===== config.mk =====
export PLATFORM = sky130hd
export DESIGN_NAME = wb_port_arbiter_flat
export DESIGN_NICKNAME = d
export VERILOG_FILES = /design/src/rtl/wb_port_arbiter_pkg.sv /design/src/rtl/wb_port_arbiter_if.sv /design/src/rtl/wb_aux_fifo.sv /design/src/rtl/wb_port_arbiter.sv /design/src/flat_wrapper.sv
export SDC_FILE = /design/constraint.sdc
export NUM_CORES = 1
export LEC_CHECK = 0
export ABC_CLOCK_PERIOD_IN_PS = 10750
export CAP_MARGIN = 25
export CORE_UTILIZATION = 49
export DETAILED_ROUTE_END_ITERATION = 16
export GPL_ROUTABILITY_DRIVEN = 0
export PLACE_DENSITY = 0.85
export SKIP_CTS_REPAIR_TIMING = 1
export SYNTH_ARGS = -nofsm -noshare
export SYNTH_HDL_FRONTEND = slang
export SYNTH_SLANG_ARGS = --single-unit

===== constraint.sdc =====
create_clock -name clk -period 10.75 [get_ports clk]
set_clock_uncertainty 0.05 [all_clocks]
set_input_delay 1.075 -clock clk [delete_from_list [all_inputs] [get_ports clk]]
set_output_delay 1.075 -clock clk [all_outputs]
set_load 0.02 [all_outputs]

===== src/rtl/wb_port_arbiter_pkg.sv =====
// Shared types and defaults for the register-file write-port arbiter.
// The auxiliary FIFO entry pairs a destination register with its result data.
package wb_port_arbiter_pkg;

  localparam int DEF_DATA_W = 32;
  localparam int DEF_ADDR_W = 4;

  typedef enum logic {
    NORMAL = 1'b0,
    FORCE  = 1'b1
  } arb_state_t;

  typedef struct packed {
    logic [DEF_ADDR_W-1:0] rd;
    logic [DEF_DATA_W-1:0] data;
  } aux_entry_t;

endpackage


===== src/rtl/wb_port_arbiter_if.sv =====
// Bus bundle between the write-back/auxiliary producers and the arbiter.
// The slave modport is the arbiter's view; master is the producers' view.
interface wb_port_arbiter_if
  import wb_port_arbiter_pkg::*;
#(
  parameter int DATA_W = DEF_DATA_W,
  parameter int ADDR_W = DEF_ADDR_W
) ();

  logic              pipe_wb_en;
  logic [ADDR_W-1:0] pipe_rd;
  logic [DATA_W-1:0] pipe_data;
  logic              aux_valid;
  logic              aux_ready;
  logic [ADDR_W-1:0] aux_rd;
  logic [DATA_W-1:0] aux_data;
  logic              rf_we;
  logic [ADDR_W-1:0] rf_wa;
  logic [DATA_W-1:0] rf_wd;
  logic              pipe_stall;
  logic [ADDR_W-1:0] hz_rn;
  logic              hz_busy;

  modport slave (
    input  pipe_wb_en, pipe_rd, pipe_data,
    input  aux_valid, aux_rd, aux_data,
    input  hz_rn,
    output aux_ready, rf_we, rf_wa, rf_wd, pipe_stall, hz_busy
  );

  modport master (
    output pipe_wb_en, pipe_rd, pipe_data,
    output aux_valid, aux_rd, aux_data,
    output hz_rn,
    input  aux_ready, rf_we, rf_wa, rf_wd, pipe_stall, hz_busy
  );

endinterface


===== src/rtl/wb_aux_fifo.sv =====
// Small circular buffer for auxiliary results awaiting the write port.
// Exposes per-slot valid flags and destinations so the owner can check hazards.
module wb_aux_fifo
  import wb_port_arbiter_pkg::*;
#(
  parameter type entry_t = aux_entry_t,
  parameter int  ADDR_W  = DEF_ADDR_W,
  parameter int  DEPTH   = 2
) (
  input  logic              clk,
  input  logic              rst,
  input  logic              push,
  input  entry_t            push_entry,
  input  logic              pop,
  output entry_t            head,
  output logic              full,
  output logic              empty,
  output logic [DEPTH-1:0]  entry_valid,
  output logic [ADDR_W-1:0] entry_rd [DEPTH]
);

  localparam int PTR_W = $clog2(DEPTH);
  localparam int CNT_W = $clog2(DEPTH + 1);

  entry_t           mem [DEPTH];
  logic [PTR_W-1:0] rptr;
  logic [PTR_W-1:0] wptr;
  logic [CNT_W-1:0] count;
  logic             do_push;
  logic             do_pop;

  assign full    = (count == CNT_W'(DEPTH));
  assign empty   = (count == '0);
  assign do_push = push && !full;
  assign do_pop  = pop && !empty;
  assign head    = mem[rptr];

  always_ff @(posedge clk) begin
    if (rst) begin
      rptr  <= '0;
      wptr  <= '0;
      count <= '0;
    end else begin
      if (do_push) begin
        mem[wptr] <= push_entry;
        wptr      <= wptr + 1'b1;
      end
      if (do_pop) begin
        rptr <= rptr + 1'b1;
      end
      if (do_push && !do_pop) begin
        count <= count + 1'b1;
      end else if (do_pop && !do_push) begin
        count <= count - 1'b1;
      end
    end
  end

  // A slot is live when its distance from the read pointer is below the fill count.
  for (genvar i = 0; i < DEPTH; i++) begin : g_slot
    logic [PTR_W-1:0] offset;
    assign offset         = PTR_W'(i) - rptr;
    assign entry_valid[i] = (CNT_W'(offset) < count);
    assign entry_rd[i]    = mem[i].rd;
  end

endmodule


===== src/rtl/wb_port_arbiter.sv =====
// Register-file write-port arbiter: pipeline has priority, auxiliary results
// queue in a FIFO and drain on idle cycles or via a one-cycle forced stall.
module wb_port_arbiter
  import wb_port_arbiter_pkg::*;
#(
  parameter int DATA_W       = DEF_DATA_W,
  parameter int ADDR_W       = DEF_ADDR_W,
  parameter int DEPTH        = 2,
  parameter int STARVE_LIMIT = 4
) (
  input logic              clk,
  input logic              rst,
  wb_port_arbiter_if.slave bus
);

  localparam int CNT_W = $clog2(STARVE_LIMIT + 1);

  typedef struct packed {
    logic [ADDR_W-1:0] rd;
    logic [DATA_W-1:0] data;
  } entry_t;

  entry_t            push_entry;
  entry_t            head;
  logic              full;
  logic              empty;
  logic [DEPTH-1:0]  entry_valid;
  logic [ADDR_W-1:0] entry_rd [DEPTH];

  arb_state_t        state;
  logic [CNT_W-1:0]  starve_cnt;
  logic [CNT_W-1:0]  starve_inc;
  logic              push;
  logic              pop;
  logic              pipe_grant;
  logic              hz_hit;

  assign push_entry = '{rd: bus.aux_rd, data: bus.aux_data};

  wb_aux_fifo #(
    .entry_t (entry_t),
    .ADDR_W  (ADDR_W),
    .DEPTH   (DEPTH)
  ) u_fifo (
    .clk         (clk),
    .rst         (rst),
    .push        (push),
    .push_entry  (push_entry),
    .pop         (pop),
    .head        (head),
    .full        (full),
    .empty       (empty),
    .entry_valid (entry_valid),
    .entry_rd    (entry_rd)
  );

  // Readiness ignores a same-cycle pop, so a full FIFO never pushes while draining.
  always_comb begin
    bus.aux_ready = !rst && !full;
    push          = bus.aux_valid && !rst && !full;
    pop           = 1'b0;
    pipe_grant    = 1'b0;
    if (!rst) begin
      if (state == FORCE) begin
        pop = !empty;
      end else if (bus.pipe_wb_en) begin
        pipe_grant = 1'b1;
      end else begin
        pop = !empty;
      end
    end
    bus.rf_we      = pipe_grant || pop;
    bus.rf_wa      = '0;
    bus.rf_wd      = '0;
    if (pipe_grant) begin
      bus.rf_wa = bus.pipe_rd;
      bus.rf_wd = bus.pipe_data;
    end else if (pop) begin
      bus.rf_wa = head.rd;
      bus.rf_wd = head.data;
    end
    bus.pipe_stall = !rst && (state == FORCE);
  end

  // The head being popped this cycle is still live, so it still reports busy.
  always_comb begin
    hz_hit = 1'b0;
    for (int i = 0; i < DEPTH; i++) begin
      if (entry_valid[i] && (entry_rd[i] == bus.hz_rn)) begin
        hz_hit = 1'b1;
      end
    end
    bus.hz_busy = hz_hit && !rst;
  end

  assign starve_inc = (starve_cnt == CNT_W'(STARVE_LIMIT)) ? starve_cnt : starve_cnt + 1'b1;

  always_ff @(posedge clk) begin
    if (rst) begin
      state      <= NORMAL;
      starve_cnt <= '0;
    end else begin
      case (state)
        NORMAL: begin
          if (bus.pipe_wb_en && !empty) begin
            starve_cnt <= starve_inc;
            if (starve_inc == CNT_W'(STARVE_LIMIT)) begin
              state <= FORCE;
            end
          end else begin
            starve_cnt <= '0;
          end
        end
        FORCE: begin
          starve_cnt <= '0;
          state      <= NORMAL;
        end
        default: begin
          starve_cnt <= '0;
          state      <= NORMAL;
        end
      endcase
    end
  end

endmodule


===== src/flat_wrapper.sv =====
// flat-port wrapper written by rule: the top's interface ports become plain ports
module wb_port_arbiter_flat import wb_port_arbiter_pkg::*;
#(
  parameter int DATA_W       = DEF_DATA_W,
  parameter int ADDR_W       = DEF_ADDR_W,
  parameter int DEPTH        = 2,
  parameter int STARVE_LIMIT = 4
)
  (clk, rst, bus_pipe_wb_en, bus_pipe_rd, bus_pipe_data, bus_aux_valid, bus_aux_rd, bus_aux_data, bus_hz_rn, bus_aux_ready, bus_rf_we, bus_rf_wa, bus_rf_wd, bus_pipe_stall, bus_hz_busy);
  wb_port_arbiter_if #(.DATA_W(DATA_W), .ADDR_W(ADDR_W)) bus_i ();
  input logic clk;
  input logic rst;
  input wire logic [$bits(bus_i.pipe_wb_en)-1:0] bus_pipe_wb_en;
  input wire logic [$bits(bus_i.pipe_rd)-1:0] bus_pipe_rd;
  input wire logic [$bits(bus_i.pipe_data)-1:0] bus_pipe_data;
  input wire logic [$bits(bus_i.aux_valid)-1:0] bus_aux_valid;
  input wire logic [$bits(bus_i.aux_rd)-1:0] bus_aux_rd;
  input wire logic [$bits(bus_i.aux_data)-1:0] bus_aux_data;
  input wire logic [$bits(bus_i.hz_rn)-1:0] bus_hz_rn;
  output wire logic [$bits(bus_i.aux_ready)-1:0] bus_aux_ready;
  output wire logic [$bits(bus_i.rf_we)-1:0] bus_rf_we;
  output wire logic [$bits(bus_i.rf_wa)-1:0] bus_rf_wa;
  output wire logic [$bits(bus_i.rf_wd)-1:0] bus_rf_wd;
  output wire logic [$bits(bus_i.pipe_stall)-1:0] bus_pipe_stall;
  output wire logic [$bits(bus_i.hz_busy)-1:0] bus_hz_busy;
  assign bus_i.pipe_wb_en = bus_pipe_wb_en;
  assign bus_i.pipe_rd = bus_pipe_rd;
  assign bus_i.pipe_data = bus_pipe_data;
  assign bus_i.aux_valid = bus_aux_valid;
  assign bus_i.aux_rd = bus_aux_rd;
  assign bus_i.aux_data = bus_aux_data;
  assign bus_i.hz_rn = bus_hz_rn;
  assign bus_aux_ready = bus_i.aux_ready;
  assign bus_rf_we = bus_i.rf_we;
  assign bus_rf_wa = bus_i.rf_wa;
  assign bus_rf_wd = bus_i.rf_wd;
  assign bus_pipe_stall = bus_i.pipe_stall;
  assign bus_hz_busy = bus_i.hz_busy;
  wb_port_arbiter #(.DATA_W(DATA_W), .ADDR_W(ADDR_W), .DEPTH(DEPTH), .STARVE_LIMIT(STARVE_LIMIT)) u_core (.clk(clk), .rst(rst), .bus(bus_i));
endmodule

# ---- Word-level counts from Yosys, hierarchy flattened
# Memories as Yosys holds them, arrays and structs flattened. A register that Yosys moved wholly into a read port is not among the register bits.
# Index checks and enable logic that the tools add are counted.
dict set report totals {
  latchBits 0
  ff_bits 8
  memories 1
  out_inout_bits 40
  mem_bits_ro 0
  input_bits 80
  mem_bits_rw 72
  elab_cells 66
}
# name depth width read_ports rd_ports_with_merged_regs write_ports line_no
set mem_list {}
lappend mem_list {u_core.u_fifo.mem 2 36 3 1 1 wb_aux_fifo.sv:25} ;# entry_t mem [DEPTH];
dict set report classes {
  n_reduce_logical 20
  mux 25
  n_shift 0
  addsub 7
  div_mod_pow 0
  bitwise_logic 1
  magnitude_cmp 2
  mul 0
  eq_ne 5
}
# op count
set op_table {}
lappend op_table {{32-bit 2-to-1 mux} 2}
lappend op_table {{1-bit 2-to-1 mux} 15}
lappend op_table {{1-bit logical AND} 12}
lappend op_table {{4-bit == test} 2}
lappend op_table {{4-bit 2-to-1 mux} 2}
lappend op_table {{3-bit == test (second input constant)} 2}
lappend op_table {{3-bit 2-to-1 mux} 2}
lappend op_table {{3-bit one-hot mux with 2 select lines} 1}
lappend op_table {{1-bit zero test} 5}
lappend op_table {{1-bit by 2-bit < comparator with 1-bit output} 2}
lappend op_table {{2-bit 2-to-1 mux} 2}
lappend op_table {{3-bit by 1-bit adder with 3-bit output (second input constant)} 1}
lappend op_table {{1-bit adder (second input constant)} 2}
lappend op_table {{2-bit by 1-bit adder with 2-bit output (second input constant)} 1}
lappend op_table {{2-bit == test (second input constant)} 1}
lappend op_table {{2-bit zero test} 1}
lappend op_table {{1-bit one-hot mux with 2 select lines} 1}
lappend op_table {{2-bit nonzero test} 1}
lappend op_table {{1-bit subtractor (first input constant)} 2}
lappend op_table {{2-bit by 1-bit subtractor with 2-bit output (second input constant)} 1}
lappend op_table {{1-bit logical OR} 1}
lappend op_table {{1-bit inverter} 1}

# ---- Longest topological paths before layout
dict set report depth {
  ltp_word 9
  depth_mapped 8
  ltp_nobuf 6
}

# ---- Modules after synthesis
# A second synthesis with hierarchy kept.
dict set report hier_totals {
  cells_unflattened 235
  hier_area_um2 3647.2
}
# module cells_each n_inst area_each_um2 seq_area_each_um2
set modules_own_cells {}
lappend modules_own_cells {wb_aux_fifo 150 1 2901.5 2262.2}
lappend modules_own_cells {wb_port_arbiter 85 1 745.7 80.1}

# ---- Least setup slack after synthesis
# Ideal clock, no wire load.
dict set report synth_timing {
  kind {input-to-reg}
  startpoint {input port rst}
  endpoint {register u_core.u_fifo.wptr}
  required_time_ps 10627
  path_stages 2
  path_slack_ps 5397
  arrival_time_ps 5230
  cell_sequence {nor4_1 o21ba_2}
}
dict set report synth_via {
  elab_chain_len 4
}
# item line_no
set synth_rtl {}
lappend synth_rtl {{from (decl)} flat_wrapper.sv:12} ;# input logic rst;
lappend synth_rtl {{1-bit zero test} wb_port_arbiter.sv:60} ;# push = bus.aux_valid && !rst && !full;
lappend synth_rtl {{1-bit logical AND (2 in a row)} wb_port_arbiter.sv:60}
lappend synth_rtl {{1-bit logical AND} wb_aux_fifo.sv:34} ;# assign do_push = push && !full;
lappend synth_rtl {{to (signal assigned)} wb_aux_fifo.sv:46} ;# wptr <= wptr + 1'b1;
lappend synth_rtl {{to (decl)} wb_aux_fifo.sv:27} ;# logic [PTR_W-1:0] wptr;
# Several ways; a longest one is shown, not always the timed one.
# A chain may end at the register's enable or synchronous reset.

# ---- Worst setup path in the final report
dict set report layout_timing {
  startpoint {input port rst}
  endpoint {output port bus_rf_wd[0]}
}
dict set report layout_via {
  elab_chain_len 3
  elab_cells_between_ends 4
  cone_classes {mux (4)}
}
# item line_no
set layout_rtl {}
lappend layout_rtl {{1-bit 2-to-1 mux} wb_port_arbiter.sv:63} ;# if (!rst) begin
lappend layout_rtl {{32-bit 2-to-1 mux} wb_port_arbiter.sv:78} ;# end else if (pop) begin
lappend layout_rtl {{32-bit 2-to-1 mux *} wb_port_arbiter.sv:75} ;# if (pipe_grant) begin
lappend layout_rtl {{to (decl)} flat_wrapper.sv:23} ;# output wire logic [$bits(bus_i.rf_wd)-1:0] bus_rf_wd;
# Mark *: on every way between the ends. The rest lies on a longest branch, timed or not.

==> metrics.txt <==
met2 WL 3.76 mm; Critical Path AT 3.70 ns; clock transition at the registers of the reported paths 0.08 ns; Syn Nets 342; Starting Density 51.4%; DR vias 2452; count of unique library cells instantiated by Yosys 31; Slowest-stage cell, CP or3_2; Max IR drop VDD 0.0900 mV; router iterations before antenna repair 4; NumNets Final 463; DP Area 4830 um2; hold slack final 0.499 ns; gr usage total 21.0%; Post-synth top flop edfxtp_1; RSZ-0062 raised after global routing false; P per Cell Area 147 nW/um2; area fraction of the dominant cell type after synthesis 60.9%; Core Rows 30; largest delay contributor family on the critical path buffers and inverters; highest clock rate 207 MHz; TritonCTS Buffers 9; largest net degree at the start of global routing 38; max-slew violation count 0; number of synthesis warnings 0; Layout Utilization 72.7%; Synth Instances 259; CP endpoint kind output port; most used cell, CP clkdlybuf4s50_1; HPWL after DPL 5.07 mm; core region area 6910 um2; kind of critical path input pin to output port; Die Wd 87.1 um; layout cells sized above 1 11.2%; Layout fillers 487; area grow syn2layout 41.4%; top post-synthesis cells by area edfxtp_1, mux2i_1, dfxtp_1, o21ai_2, nand2_1; Buf/Inv on CP 2; root cell of the clock tree clkbuf_8; CP max FO 37; Starting DRT DRC Count 114; final hold viol count 0; share of synthesized flip-flops with an asynchronous set or reset 0%; final WL 7.40 mm; clock buffer depth 2; clk sink count 81; DR top layer met4; Least-Margin Pin Slew 0.909 ns; H-tree lvl count 3; # IOs 120; EDFF count, synth 72; syn_area_per_cell 13.7 um2; Hold Crit Class register to register; setup TNS 0 ns; Die H 87.1 um; setup violators final 0; minimum clock period after layout 4.82 ns; CTS tree yes; max incr delay on CP 0.98 ns; leading area contributor after synthesis edfxtp_1; Startpoint Class input pin; Critical Path RT 9.63 ns; CP cell instances clkdlybuf4s50_1 > or3_2 > o21ai_0 > clkdlybuf4s50_1; sequential area share after synthesis 65.9%; Routed met1 length 3.13 mm; vias in the first global route 2487; DRC Markers 0; die area 7590 um2; drt wl/cell 15.4 um; first-pass GRT wire length 11.8 mm; Max Cap Violations 0; PortBufs 119; # diodes 0; Yosys reg bits 81; status complete, no violations; synthesized area 3550 um2; Routed Antenna Nets 0; Clock Latency Late Sink 0.33 ns; vias per inst 5.11; Rel. slew slack 39.4%; Leak 1.66 nW; Design Power 0.740 mW; met3 routed WL 487 um; grt total ovfl 0; initial antenna violation count 0; design area 5020 um2; final period utilization 44.9%
[worst reg2reg max path, delay by kind of cell, from the launching register on]
family	cells	cell delay, ns
AOI/OAI and AO/OA	1	0.15
adders and majority gates	1	0.49
DFF	1	0.48
and+or+nand+nor	3	1.26
[cell type report]
class                      instances  area (um2)  share of cell area, %
clock inverter                     6        60.1                   1.20
tap                               96         120                   2.39
timing repair buffer             123        1240                   24.6
inverter                           5        18.8                  0.374
clock buffer                       9         124                   2.47
sequential                        81        2340                   46.7
multi-input combinational        160        1120                   22.3
[path summary, 6_finish.rpt]
check / slack [ns] / cells past startpoint / start / end
max: 5.93 / 4 / rst / bus_rf_wd[0]
min: 0.50 / 2 / u_core.u_fifo.rptr$_SDFFE_PP0P_ / register
max reg2reg: 8.25 / 5 / u_core.u_fifo.count[0]$_SDFFE_PP0P_ / u_core.u_fifo.count[1]$_SDFFE_PP0P_
min reg2reg: 0.50 / 2 / u_core.u_fifo.rptr$_SDFFE_PP0P_ / register
[layout by cell type (no fill, tap or decap), drive strengths merged, types with 2 or more instances in the layout]
cell type      count
a21oi              5
or3                3
xor2              10
nor2b              3
nand2             38
edfxtp            72
ha                 3
clkinvlp           3
nor2               6
o21ai             40
mux2i             36
clkdlybuf4s50    119
clkbuf             9
nor3b              2
dfxtp              9
nor4               2
clkinv             2
inv                5
nor3               2
buf                4
[state kept, by name (all words and copies together), names as in the netlist, named ones only]
name                 count
u_core.state             1
u_core.u_fifo.wptr       1
u_core.u_fifo.rptr       1
u_core.starve_cnt        3
u_core.u_fifo.count      2
u_core.u_fifo.mem       72
[cells by family (layout without fill, tap and decap cells)]
logic type	after synthesis	after routing	synth area share, %
compound gates	52	52	10.1
xor+xnor	10	10	2.47
fa+ha+maj	3	3	1.06
buf+inv	18	143	2.96
flops	81	81	65.9
mux	36	36	10.1
simple gates	59	59	7.36
[Yosys cell counts (2+ instances only)]
library cell,count
dfxtp_1,9
inv_1,5
o21ai_1,10
nor2_1,5
a21oi_1,5
o21ai_0,11
nand2_1,38
nor3_1,2
mux2i_1,36
o21ai_2,19
or3_1,3
buf_2,6
clkbuf_1,3
buf_6,4
edfxtp_1,72
xor2_1,10
nor3b_1,2
ha_1,3
nor2b_1,3
nor4_1,2
[per-layer routing]
| metal | up-vias | track usage (%) |
|---|---|---|
| li1 | 1199 | - |
| met1 | 1168 | 26.2 |
| met2 | 83 | 35.8 |
| met3 | 2 | 6.45 |
| met4 | 0 | 5.37 |
| met5 | - | 0 |
[per-stage QoR]
step,cells,worst slack [ns]
3_5_place_dp,464,5.67
3_3_place_gp,463,5.73
2_1_floorplan,259,5.40
6_report,480,5.93
4_1_cts,479,5.66
5_1_grt,480,5.78
[where the power goes]
group	leakage, nW	switching (mW)	internal (mW)
sequential	0.734	0.0135	0.361
clock	0.0824	0.106	0.104
combinational	0.840	0.0746	0.0802
total	1.66	0.194	0.546
(Power assumes the default switching activity.)
